===== src/rtl/ecg_decim_conditioner.sv =====
// ECG conditioner: rounds and clamps the FIR accumulator to 16 bits, decimates by DECIM, and buffers the result in a FWFT FIFO.
// Define ECG_SAT_COUNT_EN to add the 16-bit saturating sat_count output.
module ecg_decim_conditioner #(
    parameter int SHIFT      = 15,
    parameter int DECIM      = 4,
    parameter int FIFO_DEPTH = 8
) (
    input  logic                          clk,
    input  logic                          rst,
    input  logic signed [40:0]            din,
    input  logic                          din_valid,
    output logic signed [15:0]            dout,
    output logic                          dout_valid,
    input  logic                          dout_ready,
    output logic [$clog2(FIFO_DEPTH):0]   fifo_level,
    output logic                          overflow,
    output logic                          sat_pulse
`ifdef ECG_SAT_COUNT_EN
    ,
    output logic [15:0]                   sat_count
`endif
);

    localparam int PH_W = (DECIM > 1) ? $clog2(DECIM) : 1;
    localparam int AW   = $clog2(FIFO_DEPTH);
    localparam int LW   = AW + 1;

    // Stage 1 arithmetic: one guard bit keeps the rounding add from overflowing.
    logic signed [41:0] din_ext;
    logic signed [41:0] rnd_sum;
    logic signed [41:0] shifted;
    logic               sat_hi;
    logic               sat_lo;
    logic signed [15:0] clamped;

    assign din_ext = {din[40], din};
    assign rnd_sum = din_ext + (42'sd1 <<< (SHIFT - 1));
    assign shifted = rnd_sum >>> SHIFT;
    assign sat_hi  = (shifted > 42'sd32767);
    assign sat_lo  = (shifted < -42'sd32768);

    always_comb begin
        clamped = shifted[15:0];
        if (sat_hi) begin
            clamped = 16'sh7fff;
        end else if (sat_lo) begin
            clamped = 16'sh8000;
        end
    end

    logic signed [15:0] s1_data_q, s1_data_d;
    logic               fwd_q, fwd_d;
    logic               sat_q, sat_d;
    logic [PH_W-1:0]    phase_q, phase_d;

    always_comb begin
        s1_data_d = s1_data_q;
        fwd_d     = 1'b0;
        sat_d     = 1'b0;
        phase_d   = phase_q;
        if (din_valid) begin
            s1_data_d = clamped;
            fwd_d     = (phase_q == '0);
            sat_d     = sat_hi | sat_lo;
            phase_d   = (phase_q == PH_W'(DECIM - 1)) ? '0 : phase_q + PH_W'(1);
        end
    end

    always_ff @(posedge clk) begin
        if (!rst) begin
            s1_data_q <= '0;
            fwd_q     <= 1'b0;
            sat_q     <= 1'b0;
            phase_q   <= '0;
        end else begin
            s1_data_q <= s1_data_d;
            fwd_q     <= fwd_d;
            sat_q     <= sat_d;
            phase_q   <= phase_d;
        end
    end

    logic signed [15:0] mem_q [FIFO_DEPTH];
    logic [AW-1:0]      wr_ptr_q, wr_ptr_d;
    logic [AW-1:0]      rd_ptr_q, rd_ptr_d;
    logic [LW-1:0]      count_q, count_d;
    logic               ovf_q, ovf_d;
    logic               fifo_full;
    logic               fifo_empty;
    logic               pop;
    logic               push;

    assign fifo_full  = (count_q == LW'(FIFO_DEPTH));
    assign fifo_empty = (count_q == '0);
    assign pop        = ~fifo_empty & dout_ready;
    // A full FIFO still accepts the write when the head leaves in the same cycle.
    assign push       = fwd_q & (~fifo_full | pop);

    always_comb begin
        wr_ptr_d = push ? wr_ptr_q + AW'(1) : wr_ptr_q;
        rd_ptr_d = pop  ? rd_ptr_q + AW'(1) : rd_ptr_q;
        count_d  = count_q;
        if (push && !pop) begin
            count_d = count_q + LW'(1);
        end else if (pop && !push) begin
            count_d = count_q - LW'(1);
        end
        ovf_d = ovf_q | (fwd_q & fifo_full & ~pop);
    end

    always_ff @(posedge clk) begin
        if (!rst) begin
            wr_ptr_q <= '0;
            rd_ptr_q <= '0;
            count_q  <= '0;
            ovf_q    <= 1'b0;
        end else begin
            wr_ptr_q <= wr_ptr_d;
            rd_ptr_q <= rd_ptr_d;
            count_q  <= count_d;
            ovf_q    <= ovf_d;
        end
    end

    always_ff @(posedge clk) begin
        if (rst && push) begin
            mem_q[wr_ptr_q] <= s1_data_q;
        end
    end

    // Head is masked to zero while empty so stale storage never shows.
    assign dout       = fifo_empty ? 16'sd0 : mem_q[rd_ptr_q];
    assign dout_valid = ~fifo_empty;
    assign fifo_level = count_q;
    assign overflow   = ovf_q;
    assign sat_pulse  = sat_q;

`ifdef ECG_SAT_COUNT_EN
    logic [15:0] sat_cnt_q;

    always_ff @(posedge clk) begin
        if (!rst) begin
            sat_cnt_q <= '0;
        end else if (sat_q && (sat_cnt_q != 16'hffff)) begin
            sat_cnt_q <= sat_cnt_q + 16'd1;
        end
    end

    assign sat_count = sat_cnt_q;
`endif

endmodule


===== config.mk =====
export PLATFORM = sky130hd
export DESIGN_NAME = ecg_decim_conditioner
export DESIGN_NICKNAME = d
export VERILOG_FILES = /design/src/rtl/ecg_decim_conditioner.sv
export SDC_FILE = /design/constraint.sdc
export NUM_CORES = 1
export LEC_CHECK = 0
export CORE_MARGIN = 10
export CORE_UTILIZATION = 40
export DETAILED_ROUTE_END_ITERATION = 16
export SLEW_MARGIN = 25
export SYNTH_ARGS = -nofsm -noshare
export SYNTH_HDL_FRONTEND = slang
export SYNTH_SLANG_ARGS = --single-unit

===== constraint.sdc =====
create_clock -name clk -period 2.6 [get_ports clk]
set_input_delay 0.52 -clock clk [delete_from_list [all_inputs] [get_ports clk]]
set_output_delay 0.52 -clock clk [all_outputs]
set_load 0.02 [all_outputs]

# Yosys cells after proc, flatten, opt, wreduce, memory -nomap -nowiden
# Memory sizes are Yosys's and may differ from the RTL's. A register that Yosys moved wholly into a read port is not among the register bits.
# Cells that the tools add are included.
[classes]
n_eq_ne = 2
n_reduce_logical = 9
bitwise = 10
addsub = 6
order_cmp = 2
n_mux = 10
[ops]
columns = ["operator", "n"]
rows = [
  ["$mux W16", 3],
  ["$add A41 B16 Y42 const B", 1],
  ["$gt A27 B16 Y1 const B", 1],
  ["$lt A27 B16 Y1 const B", 1],
  ["$mux W4", 2],
  ["$add A3 B1 Y3 const B", 2],
  ["$mux W3", 2],
  ["$add A4 B1 Y4 const B", 1],
  ["$and A1 B1 Y1", 4],
  ["$eq A4 B4 Y1 const B", 1],
  ["$logic_not A4 Y1", 1],
  ["$sub A4 B1 Y4 const B", 1],
  ["$logic_and A1 B1 Y1", 3],
  ["$not A1 Y1", 3],
  ["$or A1 B1 Y1", 3],
  ["$add A2 B1 Y2 const B", 1],
  ["$eq A2 B2 Y1 const B", 1],
  ["$logic_not A1 Y1", 2],
  ["$logic_not A2 Y1", 1],
  ["$mux W1", 2],
  ["$mux W2", 1],
  ["$reduce_and A2 Y1", 1],
  ["$reduce_bool A2 Y1", 1],
]
[totals]
inputBits = 45
ramBits = 128
reg_bits = 31
wordCells = 48
mem_count = 1
out_inout_bits = 23
[memory_table]
columns = ["name", "words", "width", "rd", "rd_ports_with_merged_regs", "write_ports", "line_no", "rtl"]
rows = [
  ["mem_q", 8, 16, 1, 1, 1, "83", "logic signed [15:0] mem_q [FIFO_DEPTH];"],
]

# Longest topological paths before layout
# Gate-level depths: netlist of run 1.
[logic_depth]
word_depth = 9
ltp_mapped = 12
mapped_depth_nobuf = 11

# Worst setup path before layout of run 1
# No wires, ideal clock.
[synth_path]
path_type = "reg2reg"
start = "register count_q[0] (netlist: fifo_level[0])"
end = "register count_q[3] (netlist: fifo_level[3])"
required_ps = 2524
setup_slack_ps = -534
path_stages_with_launch = 12
arrival_time_ps = 3058
period_less_slack_ps = 3134
setup_ps = 76
path_buffers = 0
path_cell_list = "dfxtp_1 nor4_1 inv_1 nand2_1 ha_1 inv_1 ha_1 a21o_1 a21oi_1 xnor2_1 or3_1 a21boi_0"
[synth_via]
elab_chain_len = 8
elab_cells_between_ends = 16
classes_between = "add/sub: 2; eq/ne: 1; mux: 2; bitwise: 5; reduce/logical: 6"
[synth_lines]
columns = ["item", "line_no", "rtl"]
rows = [
  ["start, declared", "86", "logic [LW-1:0] count_q, count_d;"],
  ["start signal, assigned", "120", "count_q <= count_d;"],
  ["$logic_not A4 Y1 *", "94", "assign fifo_empty = (count_q == '0);"],
  ["$not A1 Y1 *", "--", ""],
  ["named net dout_valid", "13", "output logic dout_valid,"],
  ["$and A1 B1 Y1 *", "95", "assign pop = ~fifo_empty & dout_ready;"],
  ["$or A1 B1 Y1", "97", "assign push = fwd_q & (~fifo_full | pop);"],
  ["$and A1 B1 Y1", "97", ""],
  ["$logic_not A1 Y1", "105", "end else if (pop && !push) begin"],
  ["$logic_and A1 B1 Y1", "105", ""],
  ["$reduce_bool A2 Y1 (no source line)", "--", ""],
]
# The timed path passes the listed nets; every way through them passes the cells marked *. The select of a mux whose other input is x is not followed.
# A chain may end at the register's enable or synchronous reset.

==> metrics, run 1 <==
run status complete, no violations; CP Capture Type primary output; final wirelength 14280 um; gr usage total 13.36%; Top Ports 68; Max VDD drop 509.5 uV; drt first pass iters 4; Mean Syn Cell Area 16.17 sq um; first-pass GRT wire length 23160 um; Warnings, synthesis 0; Post-Syn Instances 424; detailed placer's ending HPWL 9382 um; area leader, netlist edfxtp_1; vias in the first global route 4281; Comb pwr share 26.2%; Root Buffer clkbuf_16; CP Data Arrival Time 2.03 ns; CTS tree done; Post-synth EDFFs 128; layout cells sized above 1 32.12%; Hold Path Sink overflow; switching share of power 29.05%; Layout Skew 0.01003 ns; Hold WC Path Type reg2reg; die width 150.9 um; n_diodes 0; met2 Usage GRT 22.43%; Wirelength per Cell 17.94 um; total CTS buffers 17; Clk pin slew, worst setup/hold paths 0.07 ns; R2R depth 11; async set-reset flop share out of synthesis 0%; met1 usage 15.88%; fmax 391.7 MHz; clock share of power 32.2%; Initial Utilization 41.05%; Synth cell types 50; critical-path maximum fanout 8; switching power 0.002107 W; hold buffers post-CTS 0; Placeable Area 16700 sq um; Rows 47; Buffers on Ports 53; startpoint of the worst hold path overflow; GRT met3 Usage 3.819%; Max clock buf depth 2; most used routing layer met2; register bit count reported by yosys 162; fillcell total 1374; Vias 4052; Starting DRT DRC Count 207; multi-input logic area 2318 sq um; GP Congestion 0.8328; Setup CP Type reg2out; PwrDens 799.9 nW/um^2; clk_lat worst skew 0.42 ns; grt ovf 0; H-tree Lvls 4; ys flop type edfxtp_1; P_int 0.005145 W; P&R area growth vs syn 32.25%; NumNets Final 617; most common cell in the synthesized netlist edfxtp_1; Hold Path Stages 1; Power Total 0.007252 W; Vias/cell 5.090; count of endpoints failing setup in the final report 0; Seq pwr share 41.6%; reg2reg start fifo_level[0]; Non-Filler Instances 796; pin count of the biggest net entering global routing 33; register area share after synthesis 66.00%; drc violations 0; crit share post-route 98.20%; Mapped Nets 478; # Max-Cap Violations 0; relative slew slack 35.35%; leakage power 3.217 nW; Die Y 150.9 um; Worst-Margin Slew 0.9678 ns; Die Area 22780 sq um; Cells after DPL 747; Post-Syn Area 6855 sq um; Max Slew Vio Count 0; Register Area 4528 sq um; post-synth top area share 56.07%; min cycle time layout 2.553 ns; Critical Path RT 2.08 ns; R2R setup slack 0.23 ns; RR Endpoint fifo_level[3]; final core utilization 54.29%; ranking of synthesized cells by area edfxtp_1 56%, mux4_2 11%, dfxtp_1 9.9%, mux2i_1 3.4%, a221o_1 2.2%; crit start category flop; top cells by count, synth 128 x edfxtp_1, 34 x dfxtp_1, 32 x mux4_2; RSZ-0062 raised after global routing yes; Final Hold Violating Endpoints 0; ANT nets after route 0; # clock sinks 162; initial antenna violation count 0
## cell type report
| cell class | instances | area share [%] |
|---|---|---|
| clock buffers | 18 | 4.734 |
| clock inverters | 14 | 1.532 |
| inverters | 8 | 0.3312 |
| multi-input cells | 237 | 25.57 |
| flip-flops and latches | 162 | 49.94 |
| well taps | 220 | 3.036 |
| repair buffers | 137 | 14.85 |
## cell usage in the layout (no fill, tap or decap), types with 7 or more instances in the layout
master	count
edfxtp_1	128
a221o_1	15
clkbuf_16	18
mux2i_1	20
nor2_1	29
buf_2	7
and2_1	9
nand2_1	14
mux4_2	32
buf_12	13
inv_1	8
dlygate4sd2_1	13
buf_4	66
xnor2_1	11
ha_1	7
clkdlybuf4s50_1	22
xor2_1	13
dfxtp_1	33
nand3_1	13
nor3_2	7
## metrics by stage
step                      setup slack (ns)  TNS (ns)  cell area, sq um  hold slack (ns)
after floorplan                    -0.2155    -16.95              6875           0.4667
after global placement             -0.5726    -9.000              8275           0.4460
after detailed placement           -0.6579    -10.16              8275           0.4609
after CTS                         -0.04579   -0.2766              9042           0.4775
after global routing              -0.03388  -0.07856              9066           0.4961
final                              0.04688         0              9066           0.4704
## cells by family after synthesis
family	Yosys count	share of synthesized area, %
flops	162	66.00
simple gates	114	9.163
mux	56	14.04
compound gates	34	4.490
buf+inv	25	1.497
xor+xnor	24	3.066
fa+ha+maj	9	1.752
## state kept, by name (all words and copies together), names as in the netlist, named ones only
name and cells:
mem_q 128, s1_data_q 16, fifo_level 4, rd_ptr_q 3, wr_ptr_q 3, phase_q 2, fwd_q 1, overflow 1
sat_pulse 1
## worst max-delay path, stage by stage (launching register included)
cell	delay, ns
dfxtp_4	0.40
buf_12	0.15
buf_8	0.12
mux4_2	0.51
mux2i_2	0.20
nor2_1	0.07
buf_4	0.16
## power by group through the flow
stage	logic, W	clock network, W	registers (W)
floorplan	0.00105	0	0.00307
CTS	0.00191	0.00239	0.00302
finish	0.00190	0.00234	0.00302
global placement	0.00188	0	0.00306
detailed placement	0.00190	0	0.00307
global route	0.00208	0.00251	0.00303
## how the worst max path moves through the flow
stage	end	slack [ns]	cells after the start
final	dout[0]	0.05	6
after floorplan	mem_q[1][0]	-0.22	6
after global routing	dout[0]	-0.03	6
after global placement	s1_data_q[9]	-0.57	9
after detailed placement	s1_data_q[10]	-0.66	9
after CTS	dout[4]	-0.05	5
## layer usage
layer / up-vias / part of all wire [%]
li1: 1943 / -
met3: 11 / 4.2
met5: - / 0
met4: 0 / 1.2
met1: 2015 / 44
met2: 83 / 50
## repair_timing
item                                    in CTS  in global routing
gates resized for setup                     67                 21
pin swaps                                   10                  6
gates cloned                                 2                  1
setup buffers                               13                  1
endpoints found under the setup margin      31                 31
Note: power is estimated with default switching activity, not from simulation.
==> run 2: changes to the inputs <==
--- a/config.mk
+++ b/config.mk
@@ -8,6 +8,7 @@
 export CORE_MARGIN = 10
 export CORE_UTILIZATION = 40
 export DETAILED_ROUTE_END_ITERATION = 16
+export MAX_ROUTING_LAYER = met4
 export SLEW_MARGIN = 25
 export SYNTH_ARGS = -nofsm -noshare
 export SYNTH_HDL_FRONTEND = slang
==> metrics, run 2 (same netlist as run 1, synthesis figures left out) <==
Buffers on Ports 53 (unchanged); PwrDens 799.6 nW/um^2 (about the same); Clk pin slew, worst setup/hold paths 0.07 ns (about the same); # Max-Cap Violations 0 (unchanged); vias in the first global route 4299 (+0.42%); final wirelength 14200 um (-0.55%); P&R area growth vs syn 32.16% (about the same); Critical-path top delay cell mux4_2; critical-path maximum fanout 8 (unchanged); CTS tree done; drt first pass iters 6 (+2); Setup CP Type reg2out; pin count of the biggest net entering global routing 33 (unchanged); Max Slew Vio Count 0 (unchanged); Final Hold Violating Endpoints 0 (unchanged); Starting DRT DRC Count 227 (+9.7%); Critical Path RT 2.08 ns (about the same); GP Congestion 0.8455 (+1.5%); detailed placer's ending HPWL 9382 um (unchanged); fmax 391.6 MHz (about the same); crit share post-route 98.22% (about the same); clk_lat worst skew 0.42 ns (about the same); Power Total 0.007245 W (-0.10%); Final Cell Area 9060 sq um (about the same); Post-Place Cell Area 8275 sq um (unchanged); RSZ-0062 raised after global routing yes; grt ovf 0 (unchanged); commonest non-fill, non-tap cell in the layout edfxtp_1; crit start category flop; relative slew slack 35.37% (about the same); Bufs and invs on worst path 3 (unchanged); CP Data Arrival Time 2.03 ns (about the same); max FFs per register 128 (unchanged); Cells after DPL 747 (unchanged); Layout Skew 0.009013 ns (-0.001013 ns); Hold WC Path Type reg2reg; fillcell total 1376 (+0.15%); # clock sinks 162 (unchanged); hold buffers post-CTS 0 (unchanged); largest reg by FF count mem_q; Vias 4060 (+0.20%); die width 150.9 um (unchanged); Root Buffer clkbuf_16; initial antenna violation count 0 (unchanged); total CTS buffers 17 (unchanged); Die Area 22780 sq um (unchanged); n_diodes 0 (unchanged); NumNets Final 617 (unchanged); Initial Utilization 41.05% (unchanged); crit-path leading delay family multiplexers; critical path, cell by cell buf_12, buf_8, mux4_2, mux2i_2, nor2_1, buf_4; Vias/cell 5.101 (+0.20%); leakage power 3.218 nW (about the same); most frequent cells in the layout 128 x edfxtp_1, 66 x buf_4, 33 x dfxtp_1; Wirelength per Cell 17.84 um (-0.55%); Top Ports 68 (unchanged); run status complete, no violations; count of endpoints failing setup in the final report 0 (unchanged); H-tree Lvls 4 (unchanged); Placeable Area 16700 sq um (unchanged); CP max stage delay 0.51 ns (about the same); Rows 47 (unchanged); first-pass GRT wire length 23130 um (-0.15%); min cycle time layout 2.554 ns (+0.0005844 ns); Max clock buf depth 2 (unchanged); final core utilization 54.25% (about the same); gr usage total 13.74% (+0.37 points); Die Y 150.9 um (unchanged); CP Capture Type primary output; Worst-Margin Slew 0.9674 ns (-0.0004243 ns); Non-Filler Instances 796 (unchanged); ANT nets after route 0 (unchanged); Max VDD drop 515.9 uV (+1.3%); Fin Hold WS 0.4704 ns (+0.000004000 ns); layout cells sized above 1 32.12% (unchanged); drc violations 0 (unchanged)
-- run 2: changes by cell type in the layout (fill, tap and decap cells not counted), sizes merged --
cell	before	now
buf	91	92
clkdlybuf4s15	5	4
-- run 2: per-layer routing --
metal	track usage (%)	vias up	share of wire (%)
li1	-	1943	-
met1	16.35	2012	45
met2	22.43	85	50
met3	3.282	20	3.2
met4	4.909	0	1.6
met5	-	-	0
-- run 2: area by class of cell --
cell class                      count  area [sq um]  area share [%]
Tap cell                          220         275.3           3.038
Timing Repair Buffer              137          1340           14.79
Clock buffer                       18         429.2           4.737
Sequential cell                   162          4528           49.98
Multi-Input combinational cell    237          2318           25.59
Clock inverter                     14         138.9           1.533
Inverter                            8         30.03          0.3314
-- run 2: power by group --
part	total (W)	internal [W]	switching, W	leakage [nW]
sequential	0.00302	0.00290	0.000118	1.45
combinational	0.00189	0.000968	0.000920	1.49
clock	0.00234	0.00127	0.00107	0.276
-- run 2: through the flow --
step | setup slack (ns) | setup TNS (ns)
floorplan | -0.2155 | -16.95
CTS | -0.04579 | -0.2766
global route | -0.03519 | -0.08025
finish | 0.04630 | 0
detailed placement | -0.6579 | -10.16
global placement | -0.5726 | -9.000
-- run 2: timing repair --
item                                    in CTS  in global routing
gates cloned                                 2                  1
resized for setup                           67                 22
buffers inserted                            13                  1
endpoints found under the setup margin      31                 31
pin swaps                                   10                  6
-- run 2: path summary, 6_finish.rpt --
kind / slack [ns] / cells after the start / from / endpoint
setup / recovery: 0.05 / 6 / flop / dout[0]
hold / removal: 0.47 / 1 / overflow / overflow
hold reg to reg: 0.47 / 1 / overflow / overflow
setup reg to reg: 0.22 / 11 / fifo_level[0] / fifo_level[3]
==> run 3: changes to the inputs <==
--- a/config.mk
+++ b/config.mk
@@ -8,8 +8,7 @@
 export CORE_MARGIN = 10
 export CORE_UTILIZATION = 40
 export DETAILED_ROUTE_END_ITERATION = 16
-export MAX_ROUTING_LAYER = met4
-export SLEW_MARGIN = 25
+export SETUP_SLACK_MARGIN = 0.02
 export SYNTH_ARGS = -nofsm -noshare
 export SYNTH_HDL_FRONTEND = slang
 export SYNTH_SLANG_ARGS = --single-unit
==> metrics, run 3 (same netlist as run 1, synthesis figures left out) <==
Layout Skew 0.01116 ns (+0.002143 ns); Wirelength per Cell 17.95 um (+0.59%); total CTS buffers 17 (unchanged); layout cells sized above 1 32.87% (+0.75 points); Worst-Margin Slew 0.9633 ns (-0.004076 ns); largest reg by FF count mem_q; GP Congestion 0.8328 (-1.5%); Max Slew Vio Count 0 (unchanged); Non-Filler Instances 798 (+0.25%); fmax 395.2 MHz (+0.92%); Root Buffer clkbuf_16; Max VDD drop 510.8 uV (-0.99%); CP Capture Type primary output; ANT nets after route 0 (unchanged); relative slew slack 35.65% (+0.27 points); CP Data Arrival Time 2.01 ns (-0.02 ns); vias in the first global route 4297 (-0.047%); critical-path maximum fanout 6 (-2); H-tree Lvls 4 (unchanged); Hold WC Path Type reg2reg; die width 150.9 um (unchanged); Die Area 22780 sq um (unchanged); Vias/cell 5.091 (-0.18%); run status complete, no violations; leakage power 3.211 nW (-0.22%); Vias 4063 (+0.074%); setup TNS 0 ns (unchanged); NumNets Final 619 (+0.32%); clk_lat worst skew 0.42 ns (about the same); drc violations 0 (unchanged); Setup CP Type reg2out; P&R area growth vs syn 32.09% (about the same); CTS tree done; grt ovf 0 (unchanged); Final Cell Area 9055 sq um (about the same); min cycle time layout 2.530 ns (-0.02339 ns); final wirelength 14320 um (+0.84%); crit share post-route 97.32% (-0.90 points); Register Area 4528 sq um (unchanged); fillcell total 1380 (+0.29%); n_diodes 0 (unchanged); gr usage total 13.26% (-0.48 points); Final Hold Violating Endpoints 0 (unchanged); multi-input logic area 2317 sq um (about the same); crit start category flop; Starting DRT DRC Count 228 (+0.44%); Max clock buf depth 2 (unchanged); detailed placer's ending HPWL 9382 um (unchanged); Initial Utilization 41.05% (unchanged); Critical Path RT 2.08 ns (about the same); Cells after DPL 747 (unchanged); Clk pin slew, worst setup/hold paths 0.07 ns (about the same); Die Y 150.9 um (unchanged); max FFs per register 128 (unchanged); most frequent cells in the layout 128 x edfxtp_1, 71 x buf_4, 33 x dfxtp_1; PwrDens 802.8 nW/um^2 (+0.39%); # clock sinks 162 (unchanged); Buffers on Ports 53 (unchanged); count of endpoints failing setup in the final report 0 (unchanged); Post-Place Cell Area 8275 sq um (unchanged); pin count of the biggest net entering global routing 33 (unchanged); # Max-Cap Violations 0 (unchanged); final core utilization 54.22% (about the same); Fin Hold WS 0.4704 ns (+0.000001000 ns); initial antenna violation count 0 (unchanged); RSZ-0062 raised after global routing yes; commonest non-fill, non-tap cell in the layout edfxtp_1; hold buffers post-CTS 0 (unchanged); Rows 47 (unchanged); Top Ports 68 (unchanged); drt first pass iters 4 (-2); Placeable Area 16700 sq um (unchanged); first-pass GRT wire length 23030 um (-0.45%)
==> run 3: cell count changes in the layout (fill, tap and decap cells not counted), sizes merged <==
cell	delta
buf	+3
clkbuf	+1
dlymetal6s2s	-2
==> run 3: power by group <==
part / switching, W / internal [W]
registers: 0.000118 / 0.00290
logic: 0.000929 / 0.000982
clock network: 0.00107 / 0.00127
total: 0.00212 / 0.00515
==> run 3: worst max-delay path, stage by stage (launching register included) <==
cell	delay [ns]
dfxtp_4	0.40
buf_12	0.14
buf_8	0.11
mux4_2	0.51
mux2i_2	0.21
nor2_1	0.07
buf_4	0.16
==> run 3: layer usage <==
layer / part of all wire, % / global-route usage (%)
met1: 44 / 15.77
met2: 50 / 22.17
met3: 4.3 / 3.848
met4: 1.4 / 5.342
met5: 0 / 0
==> run 3: cell type report <==
class,count,share of cell area (%)
Sequential cell,162,50.01
Clock buffer,18,4.740
Timing Repair Buffer,139,14.76
Inverter,8,0.3316
Clock inverter,14,1.534
Tap cell,220,3.040
Multi-Input combinational cell,237,25.59
==> run 3: timing repair <==
action                                  4_1_cts  5_1_grt
pin swaps                                    10        8
resized for setup                            75       23
cloned                                        1        2
buffers inserted                             15        1
endpoints found under the setup margin       31       25
==> run 3: per-stage QoR <==
stage | total power [W] | setup WS, ns
final | 0.007269 | 0.06969
after floorplan | 0.004117 | -0.2155
after global placement | 0.004939 | -0.5726
after CTS | 0.007283 | -0.01659
after global routing | 0.007637 | -0.008223
after detailed placement | 0.004972 | -0.6579
==> run 3: worst paths after layout <==
check | startpoint | slack (ns) | to | cells after the start
min | overflow | 0.47 | overflow | 1
min reg2reg | overflow | 0.47 | overflow | 1
max | flop | 0.07 | dout[0] | 6
max reg2reg | fifo_level[0] | 0.23 | fifo_level[3] | 11
